$ cat config.mk
export PLATFORM = sky130hd
export DESIGN_NAME = queue_uart_tx
export DESIGN_NICKNAME = d
export VERILOG_FILES = /design/src/rtl/queue_uart_tx_pkg.sv /design/src/rtl/queue_uart_tx_baud_tick_gen.sv /design/src/rtl/queue_uart_tx.sv
export SDC_FILE = /design/constraint.sdc
export NUM_CORES = 1
export LEC_CHECK = 0
export CAP_MARGIN = 25
export CORE_ASPECT_RATIO = 0.9
export CORE_MARGIN = 10
export CORE_UTILIZATION = 46
export CTS_CLUSTER_SIZE = 8
export DETAILED_ROUTE_END_ITERATION = 8
export GPL_ROUTABILITY_DRIVEN = 0
export PLACE_DENSITY = 0.8
export SLEW_MARGIN = 20
export SYNTH_ARGS = -nofsm -noshare
export SYNTH_HDL_FRONTEND = slang
export SYNTH_SLANG_ARGS = --single-unit
$ cat constraint.sdc
create_clock -name clk -period 1.7 [get_ports clk]
set_input_delay 0.34 -clock clk [delete_from_list [all_inputs] [get_ports clk]]
set_output_delay 0.34 -clock clk [all_outputs]
set_load 0.01 [all_outputs]
$ cat src/rtl/queue_uart_tx_pkg.sv
// ============================================================================
// queue_uart_tx_pkg -- shared FSM encodings, parity modes and width helper
// Revision: 1.0
// ============================================================================
`default_nettype none

package queue_uart_tx_pkg;

    typedef enum logic [2:0] {
        ST_IDLE  = 3'd0,
        ST_START = 3'd1,
        ST_DATA  = 3'd2,
        ST_PAR   = 3'd3,
        ST_STOP  = 3'd4
    } state_e;

    localparam int PARITY_NONE = 0;
    localparam int PARITY_EVEN = 1;
    localparam int PARITY_ODD  = 2;

    // Counter width for a 0..n-1 range, never narrower than one bit.
    function automatic int min1_clog2(input int n);
        return (n <= 2) ? 1 : $clog2(n);
    endfunction

endpackage

`default_nettype wire

$ cat src/rtl/queue_uart_tx_baud_tick_gen.sv
// ============================================================================
// baud_tick_gen -- per-bit cycle counter, tick in the last cycle of each bit
// Revision: 1.0
// ============================================================================
`default_nettype none

module baud_tick_gen
    import queue_uart_tx_pkg::*;
#(
    parameter int CLKS_PER_BIT = 16
) (
    input  logic clk,
    input  logic rstn,
    input  logic clr_i,
    output logic tick_o
);

    localparam int              CW     = min1_clog2(CLKS_PER_BIT);
    localparam logic [CW-1:0]   C_LAST = CW'(CLKS_PER_BIT - 1);

    logic [CW-1:0] cnt_q;
    logic [CW-1:0] cnt_d;

    assign tick_o = (cnt_q == C_LAST);

    always_comb begin
        cnt_d = cnt_q + CW'(1);
        if (clr_i || tick_o) begin
            cnt_d = '0;
        end
    end

    always_ff @(posedge clk) begin
        if (!rstn) begin
            cnt_q <= '0;
        end else begin
            cnt_q <= cnt_d;
        end
    end

endmodule

`default_nettype wire

$ cat src/rtl/queue_uart_tx.sv
// ============================================================================
// queue_uart_tx -- UART transmitter that dequeues words from an upstream buffer
// Revision: 1.0
// ============================================================================
`default_nettype none

module queue_uart_tx
    import queue_uart_tx_pkg::*;
#(
    parameter int WIDTH        = 8,
    parameter int CLKS_PER_BIT = 16,
    parameter int PARITY       = 0
) (
    input  logic             clk,
    input  logic             rstn,
    input  logic             enable_i,
    input  logic             empty_i,
    input  logic [WIDTH-1:0] data_i,
    output logic             deq_o,
    output logic             tx_o,
    output logic             busy_o,
    output logic             done_o
);

    localparam int            IW         = min1_clog2(WIDTH);
    localparam logic [IW-1:0] C_IDX_LAST = IW'(WIDTH - 1);

    state_e           state_q, state_d;
    logic [WIDTH-1:0] shift_q, shift_d;
    logic [IW-1:0]    idx_q,   idx_d;
    logic             par_q,   par_d;
    logic             tx_q,    tx_d;
    logic             tick;
    logic             clr;
    logic             par_bit;

    // Parity is computed from the word as it is captured, so later shifting
    // of the data register does not disturb it.
    generate
        if (PARITY == PARITY_ODD) begin : g_par_odd
            assign par_bit = ~(^data_i);
        end else begin : g_par_even
            assign par_bit = ^data_i;
        end
    endgenerate

    assign deq_o  = (state_q == ST_IDLE) & enable_i & ~empty_i & rstn;
    assign busy_o = (state_q != ST_IDLE);
    assign done_o = (state_q == ST_STOP) & tick;
    assign tx_o   = tx_q;
    assign clr    = (state_d != state_q) | (state_q == ST_IDLE);

    baud_tick_gen #(
        .CLKS_PER_BIT (CLKS_PER_BIT)
    ) u_baud (
        .clk    (clk),
        .rstn   (rstn),
        .clr_i  (clr),
        .tick_o (tick)
    );

    // tx_d is the line level of the state being entered, giving a registered line.
    always_comb begin
        state_d = state_q;
        shift_d = shift_q;
        idx_d   = idx_q;
        par_d   = par_q;
        tx_d    = tx_q;
        case (state_q)
            ST_IDLE: begin
                tx_d = 1'b1;
                if (deq_o) begin
                    state_d = ST_START;
                    shift_d = data_i;
                    par_d   = par_bit;
                    tx_d    = 1'b0;
                end
            end
            ST_START: begin
                if (tick) begin
                    state_d = ST_DATA;
                    idx_d   = '0;
                    tx_d    = shift_q[0];
                end
            end
            ST_DATA: begin
                if (tick) begin
                    if (idx_q == C_IDX_LAST) begin
                        if (PARITY != PARITY_NONE) begin
                            state_d = ST_PAR;
                            tx_d    = par_q;
                        end else begin
                            state_d = ST_STOP;
                            tx_d    = 1'b1;
                        end
                    end else begin
                        idx_d   = idx_q + IW'(1);
                        shift_d = shift_q >> 1;
                        tx_d    = shift_d[0];
                    end
                end
            end
            ST_PAR: begin
                if (tick) begin
                    state_d = ST_STOP;
                    tx_d    = 1'b1;
                end
            end
            ST_STOP: begin
                if (tick) begin
                    state_d = ST_IDLE;
                    tx_d    = 1'b1;
                end
            end
            default: begin
                state_d = ST_IDLE;
                tx_d    = 1'b1;
            end
        endcase
    end

    always_ff @(posedge clk) begin
        if (!rstn) begin
            state_q <= ST_IDLE;
            shift_q <= '0;
            idx_q   <= '0;
            par_q   <= 1'b0;
            tx_q    <= 1'b1;
        end else begin
            state_q <= state_d;
            shift_q <= shift_d;
            idx_q   <= idx_d;
            par_q   <= par_d;
            tx_q    <= tx_d;
        end
    end

endmodule

`default_nettype wire

**After elaboration in Yosys (flattened, before gate mapping)**

Index checks and enable logic that the tools add are counted.

- Shift-type cells: 0
- Muxes and demuxes: 21
- Div/mod/pow operators: 0
- Add/sub/neg operators: 2
- Reductions and logical operators: 10
- Equality and inequality tests: 12
- Bitwise gates (word level): 7
- Order comparisons: 0
- $mul: 0

Operators with widths:

| kind | count |
|---|---|
| $mux 3 | 9 |
| $mux 8 | 3 |
| $pmux 8 s2 | 1 |
| $pmux 3 s5 | 1 |
| $ne 2x2->1 const B | 4 |
| $reduce_and 4->1 | 2 |
| $eq 3x2->1 const B | 2 |
| $eq 3x3->1 const B | 2 |
| $pmux 3 s2 | 1 |
| $mux 1 | 5 |
| $add 4x1->4 const B | 1 |
| $and 1x1->1 | 4 |
| $eq 4x4->1 const B | 1 |
| $pmux 1 s4 | 1 |
| $reduce_bool 2->1 | 2 |
| $reduce_or 2->1 | 2 |
| $add 3x1->3 const B | 1 |
| $eq 3x1->1 const B | 1 |
| $logic_not 3->1 | 1 |
| $ne 3x3->1 | 1 |
| $reduce_and 3->1 | 1 |
| $reduce_bool 3->1 | 1 |
| $ne 2x1->1 const B | 1 |
| $not 1->1 | 2 |
| other kinds (2) | 2 |

- Output and inout bits: 4
- Memories kept: 0
- Bits in read-only memories: 0
- Bits in writable memories: 0
- Bits of input ports: 12
- Latch bits: 0
- Flip-flop bits (word level): 19

**Depth between registers and ports, before layout**

Gate-level depths: netlist of run 1.

- Depth in word-level cells: 10
- Gate-level depth with buffers: 7

**Hierarchy**

From an unflattened synthesis of run 1, not the netlist that was laid out.

- Cell total of the unflattened synthesis: 105
- Area total of the unflattened synthesis: 958.4 um^2

By module, submodules not included:

| module | seq. area each (um^2) | cells an instance | times used | area an instance (um^2) |
|---|---|---|---|---|
| queue_uart_tx | 300.3 | 90 | 1 | 795.8 |
| baud_tick_gen | 80.1 | 15 | 1 | 162.7 |

**Worst setup path before layout of run 1**

Ideal clock, no wire load.

- Path type: reg-to-reg
- Start point: reg idx_q[0]
- End point: reg idx_q[1]
- Cell stages (with the launch flop): 7
- Clock period less this slack: 1690 ps
- Data required time: 1568 ps
- Slack: 10 ps
- Buffers on the path: 0
- Data arrival time: 1558 ps
- Cells stage by stage: dfxtp_1 > ha_1 > ha_1 > or3b_1 > a211o_1 > a22oi_1 > nor2_1

- Word-level cells in the longest chain between the ends: 4
- Elaborated cells on any way between the ends: 7
- Those cells by class: 1 x add/sub; 2 x eq/ne; 3 x mux; 1 x reduce/logical

RTL lines:

| element | RTL line | source |
|---|---|---|
| start, declared | queue_uart_tx.sv:30 | `logic [IW-1:0] idx_q, idx_d;` |
| start signal, assigned | queue_uart_tx.sv:132 | `idx_q <= idx_d;` |
| $add 3x1->3 | queue_uart_tx.sv:97 | `idx_d = idx_q + IW'(1);` |
| $mux 3 | queue_uart_tx.sv:88 | `if (idx_q == C_IDX_LAST) begin` |
| $mux 3 | queue_uart_tx.sv:87 | `if (tick) begin` |
| $pmux 3 s2 | queue_uart_tx.sv:69 | `case (state_q)` |

Several ways; a longest one is shown, not always the timed one. The select of a mux whose other input is x is not followed.
A chain may end at the register's enable or synchronous reset.

**Final worst setup path of run 1**

- Start point: reg state_q[1]
- End point: out deq_o

- Word-level cells in the longest chain between the ends: 4

RTL lines:

| element | RTL line | source |
|---|---|---|
| start, declared | queue_uart_tx.sv:28 | `state_e state_q, state_d;` |
| start signal, assigned | queue_uart_tx.sv:130 | `state_q <= state_d;` |
| $logic_not 3->1 | n/a |  |
| $and 1x1->1 (3 in a row) | queue_uart_tx.sv:47 | `assign deq_o = (state_q == ST_IDLE) & enable_i & ~empty_i & rstn;` |
| end, declared | queue_uart_tx.sv:19 | `output logic deq_o,` |

Every way passes these cells.

==> impl_metrics.env, run 1 <==
export IMPL_worstPathRequired_ps=1360
export IMPL_cts_clk_slew_worst_paths_ps=100
export IMPL_core_um2=1970
export IMPL_grtUsageTotal_pct=10.6
export IMPL_synth_top_cells_by_count="dfxtp_1, nor2_1, mux2i_1"
export IMPL_tightest_slew_ps=273
export IMPL_die_area_um2=4360
export IMPL_finalPower_uw=794
export IMPL_synth_main_ff_cell="dfxtp_1"
export IMPL_nets=140
export IMPL_antenna_found_initial=0
export IMPL_cp_cell_sequence="or2_4 > nor4b_4 > buf_2"
export IMPL_p_leak_nw=0.518
export IMPL_rows=15
export IMPL_fin_util_pct=64.8
export IMPL_die_w_um=68.5
export IMPL_cts_sinks=19
export IMPL_area_delta_synth_final_pct=31.1
export IMPL_synth_seq_area_share_pct=39.1
export IMPL_cts_tree="done"
export IMPL_ys_seq_elements=19
export IMPL_syn_area_um2=973
export IMPL_max_freq_ghz=0.591
export IMPL_synthMostInstantiatedCell="dfxtp_1"
export IMPL_post_drt_wl_per_cell_um=14.8
export IMPL_htreeDepth=1
export IMPL_place_area_um2=1190
export IMPL_dr_pass1_iters=4
export IMPL_whs_ps=414
export IMPL_critPathMaxFanout=3
export IMPL_routed_wl_um=2210
export IMPL_grt_met1_usage_pct=11.3
export IMPL_critPathTopFamily="simple AND/OR/NAND/NOR gates"
export IMPL_clockBufferDepth=2
export IMPL_cpMaxStageDelayCell="dfxtp_2"
export IMPL_yosys_top_cells_area="dfxtp_1, mux2i_1, a211oi_2"
export IMPL_syn_avg_cell_area_um2=9.83
export IMPL_worst_setup_path_end_kind="output port"
export IMPL_root_buffer="clkbuf_4"
export IMPL_worst_path_buf_inv=1
export IMPL_post_dp_hpwl_um=1670
export IMPL_busiest_layer="met2"
export IMPL_io_pins=16
export IMPL_slew_violations=0
export IMPL_crit_path_max_incr_delay_ps=330
export IMPL_grt_max_degree=15
export IMPL_post_route_cell_area_um2=1280
export IMPL_p_per_area_nw_per_um2=622
export IMPL_yosys_warnings=0
export IMPL_grt_pass1_wl_um=3650
export IMPL_synth_top_area_cell="dfxtp_1"
export IMPL_regArea_um2=387
export IMPL_pre_cts_slack_ps=-534
export IMPL_critPathLaunchType="flip-flop"
export IMPL_arrival_ps=1350
export IMPL_setup_tns_ps=0
export IMPL_via_per_inst=5.37
export IMPL_fillers=165
export IMPL_drive_above_1_share_pct=34.7
export IMPL_start_util_pct=49.4
export IMPL_cts_buffers=3
export IMPL_netlist_area_leader_share_pct=39.1
export IMPL_syn_inst=99
export IMPL_ant_nets=0
export IMPL_use_met3_pct=4.42
export IMPL_hp_class="in2reg"
export IMPL_rsz0062_at_grt="yes"
export IMPL_ys_async_sr_fraction_pct=0
export IMPL_timing_slew_headroom_pct=81.6
export IMPL_portBuffers=15
export IMPL_synth_edff_count=0
export IMPL_peakVddDrop_uv=479
export IMPL_gr_usage_met2_pct=18.8
export IMPL_outcome="finished, final reports clean"
export IMPL_skew_ps=4.26
export IMPL_multi_input_area_um2=583
export IMPL_grt_overflow_total=0
export IMPL_ctsHoldBuffers=0
export IMPL_setup_viol=0
export IMPL_insertion_delay_ps=290
export IMPL_final_cells=149
export IMPL_post_route_period_util_pct=99.5
export IMPL_hold_viol=0
export IMPL_synth_distinct_cells=32
export IMPL_die_height_um=63.6
export IMPL_fin_crit_ps=1690
export IMPL_setup_slack_ps=8.62
export IMPL_n_antenna_cell=0
export IMPL_synth_net_count=114
export IMPL_dp_cells=144
export IMPL_drt_iter0_drc=23
export IMPL_max_cap_viol_count=0
export IMPL_worstSetupPathType="reg2out"
export IMPL_routed_via_count=800
export IMPL_grt_pass1_vias=828
export IMPL_drcViolationCount=0
[layout by cell type, fill, tap and decap left out, types with 2 or more instances in the layout]
cell type	count
mux2i_1	9
ha_4	2
nor3_1	8
inv_1	2
clkdlybuf4s50_1	11
or3b_1	3
nor2_1	9
or2_4	2
clkbuf_4	3
dfxtp_2	5
and3_1	3
buf_4	13
nand3_1	2
a22oi_1	2
a211oi_2	7
buf_2	2
dfxtp_1	14
a21oi_1	3
o21ai_0	2
nand2_1	2
[final cells by class]
type | count | area share [%]
Timing Repair Buffer | 28 | 18.6
Sequential cell | 19 | 30.3
Multi-Input combinational cell | 70 | 45.7
Tap cell | 25 | 2.45
Inverter | 3 | 0.882
Clock buffer | 4 | 2.06
[metal layers]
metal	share of wire [%]	routed length (um)
met1	40	881
met2	56	1240
met3	3.6	79
met4	0.50	11
met5	0	0
[where the power goes]
group          switching, mW  internal [mW]
Sequential           0.00791          0.458
Clock                  0.131         0.0913
Combinational         0.0468         0.0583
Total                  0.186          0.608
[state kept, by name, indices dropped and copies added, names as in the netlist]
register      count
tx_o              1
shift_q           8
u_baud.cnt_q      4
idx_q             3
state_q           3
[kinds of logic after synthesis]
| kind of cell | share of synthesized area [%] |
|---|---|
| adders and majority gates | 3.86 |
| DFF | 39.1 |
| AOI/OAI and AO/OA | 17.2 |
| xor gates and xnor gates | 1.80 |
| muxes | 9.25 |
| and+or+nand+nor | 22.0 |
| buffers and inverters | 6.81 |
[final timing paths]
path | endpoint | depth (start not counted) | from | slack (ps)
worst max-delay path | deq_o | 3 | state_q[1] | 9
worst min-delay path | tx_o | 2 | rstn | 410
worst max register to register | idx_q[0] | 6 | idx_q[1] | 40
worst min register to register | u_baud.cnt_q[0] | 1 | u_baud.cnt_q[0] | 440
[timing repair]
action / 4_1_cts / 5_1_grt
gates resized for setup: 20 / 13
endpoints found under the setup margin: 8 / 13
buffers inserted: 1 / 0
pin swaps: 1 / 4
gates cloned: 0 / 0
(Power assumes the default switching activity.)
==> inputs of run 2 (changes only) <==
--- a/config.mk
+++ b/config.mk
@@ -8,11 +8,11 @@
 export CAP_MARGIN = 25
 export CORE_ASPECT_RATIO = 0.9
 export CORE_MARGIN = 10
-export CORE_UTILIZATION = 46
+export CORE_UTILIZATION = 55
 export CTS_CLUSTER_SIZE = 8
 export DETAILED_ROUTE_END_ITERATION = 8
 export GPL_ROUTABILITY_DRIVEN = 0
-export PLACE_DENSITY = 0.8
+export PLACE_DENSITY = 0.89
 export SLEW_MARGIN = 20
 export SYNTH_ARGS = -nofsm -noshare
 export SYNTH_HDL_FRONTEND = slang
==> constraint.sdc (replaced) <==
create_clock -name clk -period 2.1 [get_ports clk]
set_input_delay 0.42 -clock clk [delete_from_list [all_inputs] [get_ports clk]]
set_output_delay 0.42 -clock clk [all_outputs]
set_load 0.01 [all_outputs]
==> impl_metrics.env, run 2 (same netlist as run 1, synthesis figures left out) <==
export IMPL_largest_reg_flops=8
export IMPL_cts_buffers=3
export IMPL_layout_common_cells="dfxtp_1, clkdlybuf4s50_1, nor2_1"
export IMPL_regArea_um2=382
export IMPL_tightest_slew_ps=268
export IMPL_htreeDepth=1
export IMPL_ctsHoldBuffers=0
export IMPL_fin_crit_ps=1920
export IMPL_post_dp_hpwl_um=1580
export IMPL_final_cells=144
export IMPL_rsz0062_at_grt="no"
export IMPL_rows=14
export IMPL_multi_input_area_um2=536
export IMPL_hold_viol=0
export IMPL_skew_ps=0.838
export IMPL_grt_overflow_total=0
export IMPL_via_per_inst=5.53
export IMPL_area_delta_synth_final_pct=23.3
export IMPL_reg_top3="shift_q (8), u_baud.cnt_q (4)"
export IMPL_layout_commonest_cell="dfxtp_1"
export IMPL_slew_violations=0
export IMPL_largest_register="shift_q"
export IMPL_nets=136
export IMPL_die_height_um=59.9
export IMPL_setup_slack_ps=177
export IMPL_peakVddDrop_uv=523
export IMPL_grt_max_degree=15
export IMPL_max_freq_ghz=0.520
export IMPL_core_um2=1680
export IMPL_post_drt_wl_per_cell_um=14.1
export IMPL_setup_viol=0
export IMPL_p_per_area_nw_per_um2=541
export IMPL_timing_slew_headroom_pct=82.0
export IMPL_cts_sinks=19
export IMPL_clockBufferDepth=2
export IMPL_root_buffer="clkbuf_4"
export IMPL_critPathMaxFanout=3
export IMPL_critPathLaunchType="flip-flop"
export IMPL_worstPathRequired_ps=1680
export IMPL_start_util_pct=57.9
export IMPL_die_area_um2=3850
export IMPL_n_antenna_cell=0
export IMPL_drt_iter0_drc=15
export IMPL_p_leak_nw=0.519
export IMPL_whs_ps=488
export IMPL_max_cap_viol_count=0
export IMPL_post_route_period_util_pct=91.6
export IMPL_fillers=139
export IMPL_antenna_found_initial=0
export IMPL_outcome="finished, final reports clean"
export IMPL_routed_via_count=797
export IMPL_portBuffers=15
export IMPL_cts_clk_slew_worst_paths_ps=110
export IMPL_grtUsageTotal_pct=10.7
export IMPL_die_w_um=64.3
export IMPL_worstSetupPathType="reg2out"
export IMPL_fin_util_pct=71.4
export IMPL_grt_pass1_wl_um=3340
export IMPL_arrival_ps=1500
export IMPL_pre_cts_slack_ps=-302
export IMPL_insertion_delay_ps=290
export IMPL_cts_tree="done"
export IMPL_hp_class="reg2reg"
export IMPL_grt_pass1_vias=766
export IMPL_drive_above_1_share_pct=20.8
export IMPL_drcViolationCount=0
export IMPL_worst_setup_path_end_kind="output port"
export IMPL_setup_tns_ps=0
export IMPL_dr_pass1_iters=4
export IMPL_dp_cells=140
export IMPL_io_pins=16
export IMPL_routed_wl_um=2030
export IMPL_ant_nets=0
-- run 2: changes by cell type in the layout (fill, tap and decap cells not counted), moves of 3 or more --
| cell | before | now |
|---|---|---|
| buf_4 | 13 | 9 |
| dfxtp_1 | 14 | 18 |
| dfxtp_2 | 5 | 1 |
| ha_1 | 0 | 3 |
-- run 2: worst paths after layout --
kind         slack, ps  cells past startpoint              end             from
min reg2reg        490                      1  u_baud.cnt_q[0]  u_baud.cnt_q[0]
min                490                      1  u_baud.cnt_q[0]  u_baud.cnt_q[0]
max reg2reg        320                      6         idx_q[1]         idx_q[0]
max                180                      4           done_o       state_q[1]
-- run 2: power breakdown --
| group | total [mW] | switching (mW) | leakage, nW | internal [mW] |
|---|---|---|---|---|
| combinational | 0.0859 | 0.0375 | 0.346 | 0.0485 |
| clock | 0.186 | 0.115 | 0.0177 | 0.0709 |
| sequential | 0.377 | 0.00583 | 0.155 | 0.371 |
-- run 2: timing repair --
| item | CTS | global route |
|---|---|---|
| endpoints found under the hold margin | 0 | 0 |
| resized for setup | 4 | 3 |
| setup endpoints to repair | 2 | 2 |
| setup buffers | 0 | 0 |
-- run 2: critical path: stages, from the launching register on --
cell and delay [ps]:
dfxtp_1 330, or2_1 280, or2_1 250, nor2_1 90
dlygate4sd2_1 270
-- run 2: per-layer routing --
metal | GRT usage [%] | wire [um] | part of all wire, %
met1 | 11.6 | 929 | 46
met3 | 3.18 | 67 | 3.3
met4 | 2.74 | 18 | 0.89
met2 | 19.8 | 1020 | 50
met5 | 0 | 0 | 0
-- run 2: final cells by class --
cell class,instances,area share [%]
multi-input combinational,70,44.6
sequential,19,31.8
timing repair buffer,24,17.8
tap,24,2.50
clock buffer,3,1.88
inverter,3,0.938
clock inverter,1,0.417
-- run 2: stage by stage --
step	power [mW]	area, um^2
finish	0.649	1200
global route	0.673	1200
CTS	0.653	1200
detailed placement	0.471	1170
global placement	0.467	1170
floorplan	0.431	973
==> inputs of run 3 (changes only) <==
--- a/config.mk
+++ b/config.mk
@@ -9,7 +9,7 @@
 export CORE_ASPECT_RATIO = 0.9
 export CORE_MARGIN = 10
 export CORE_UTILIZATION = 55
-export CTS_CLUSTER_SIZE = 8
+export CTS_CLUSTER_SIZE = 12
 export DETAILED_ROUTE_END_ITERATION = 8
 export GPL_ROUTABILITY_DRIVEN = 0
 export PLACE_DENSITY = 0.89
==> results of run 3 <==
Same layout as run 2: the final DEF is identical, and so are final timing and power.
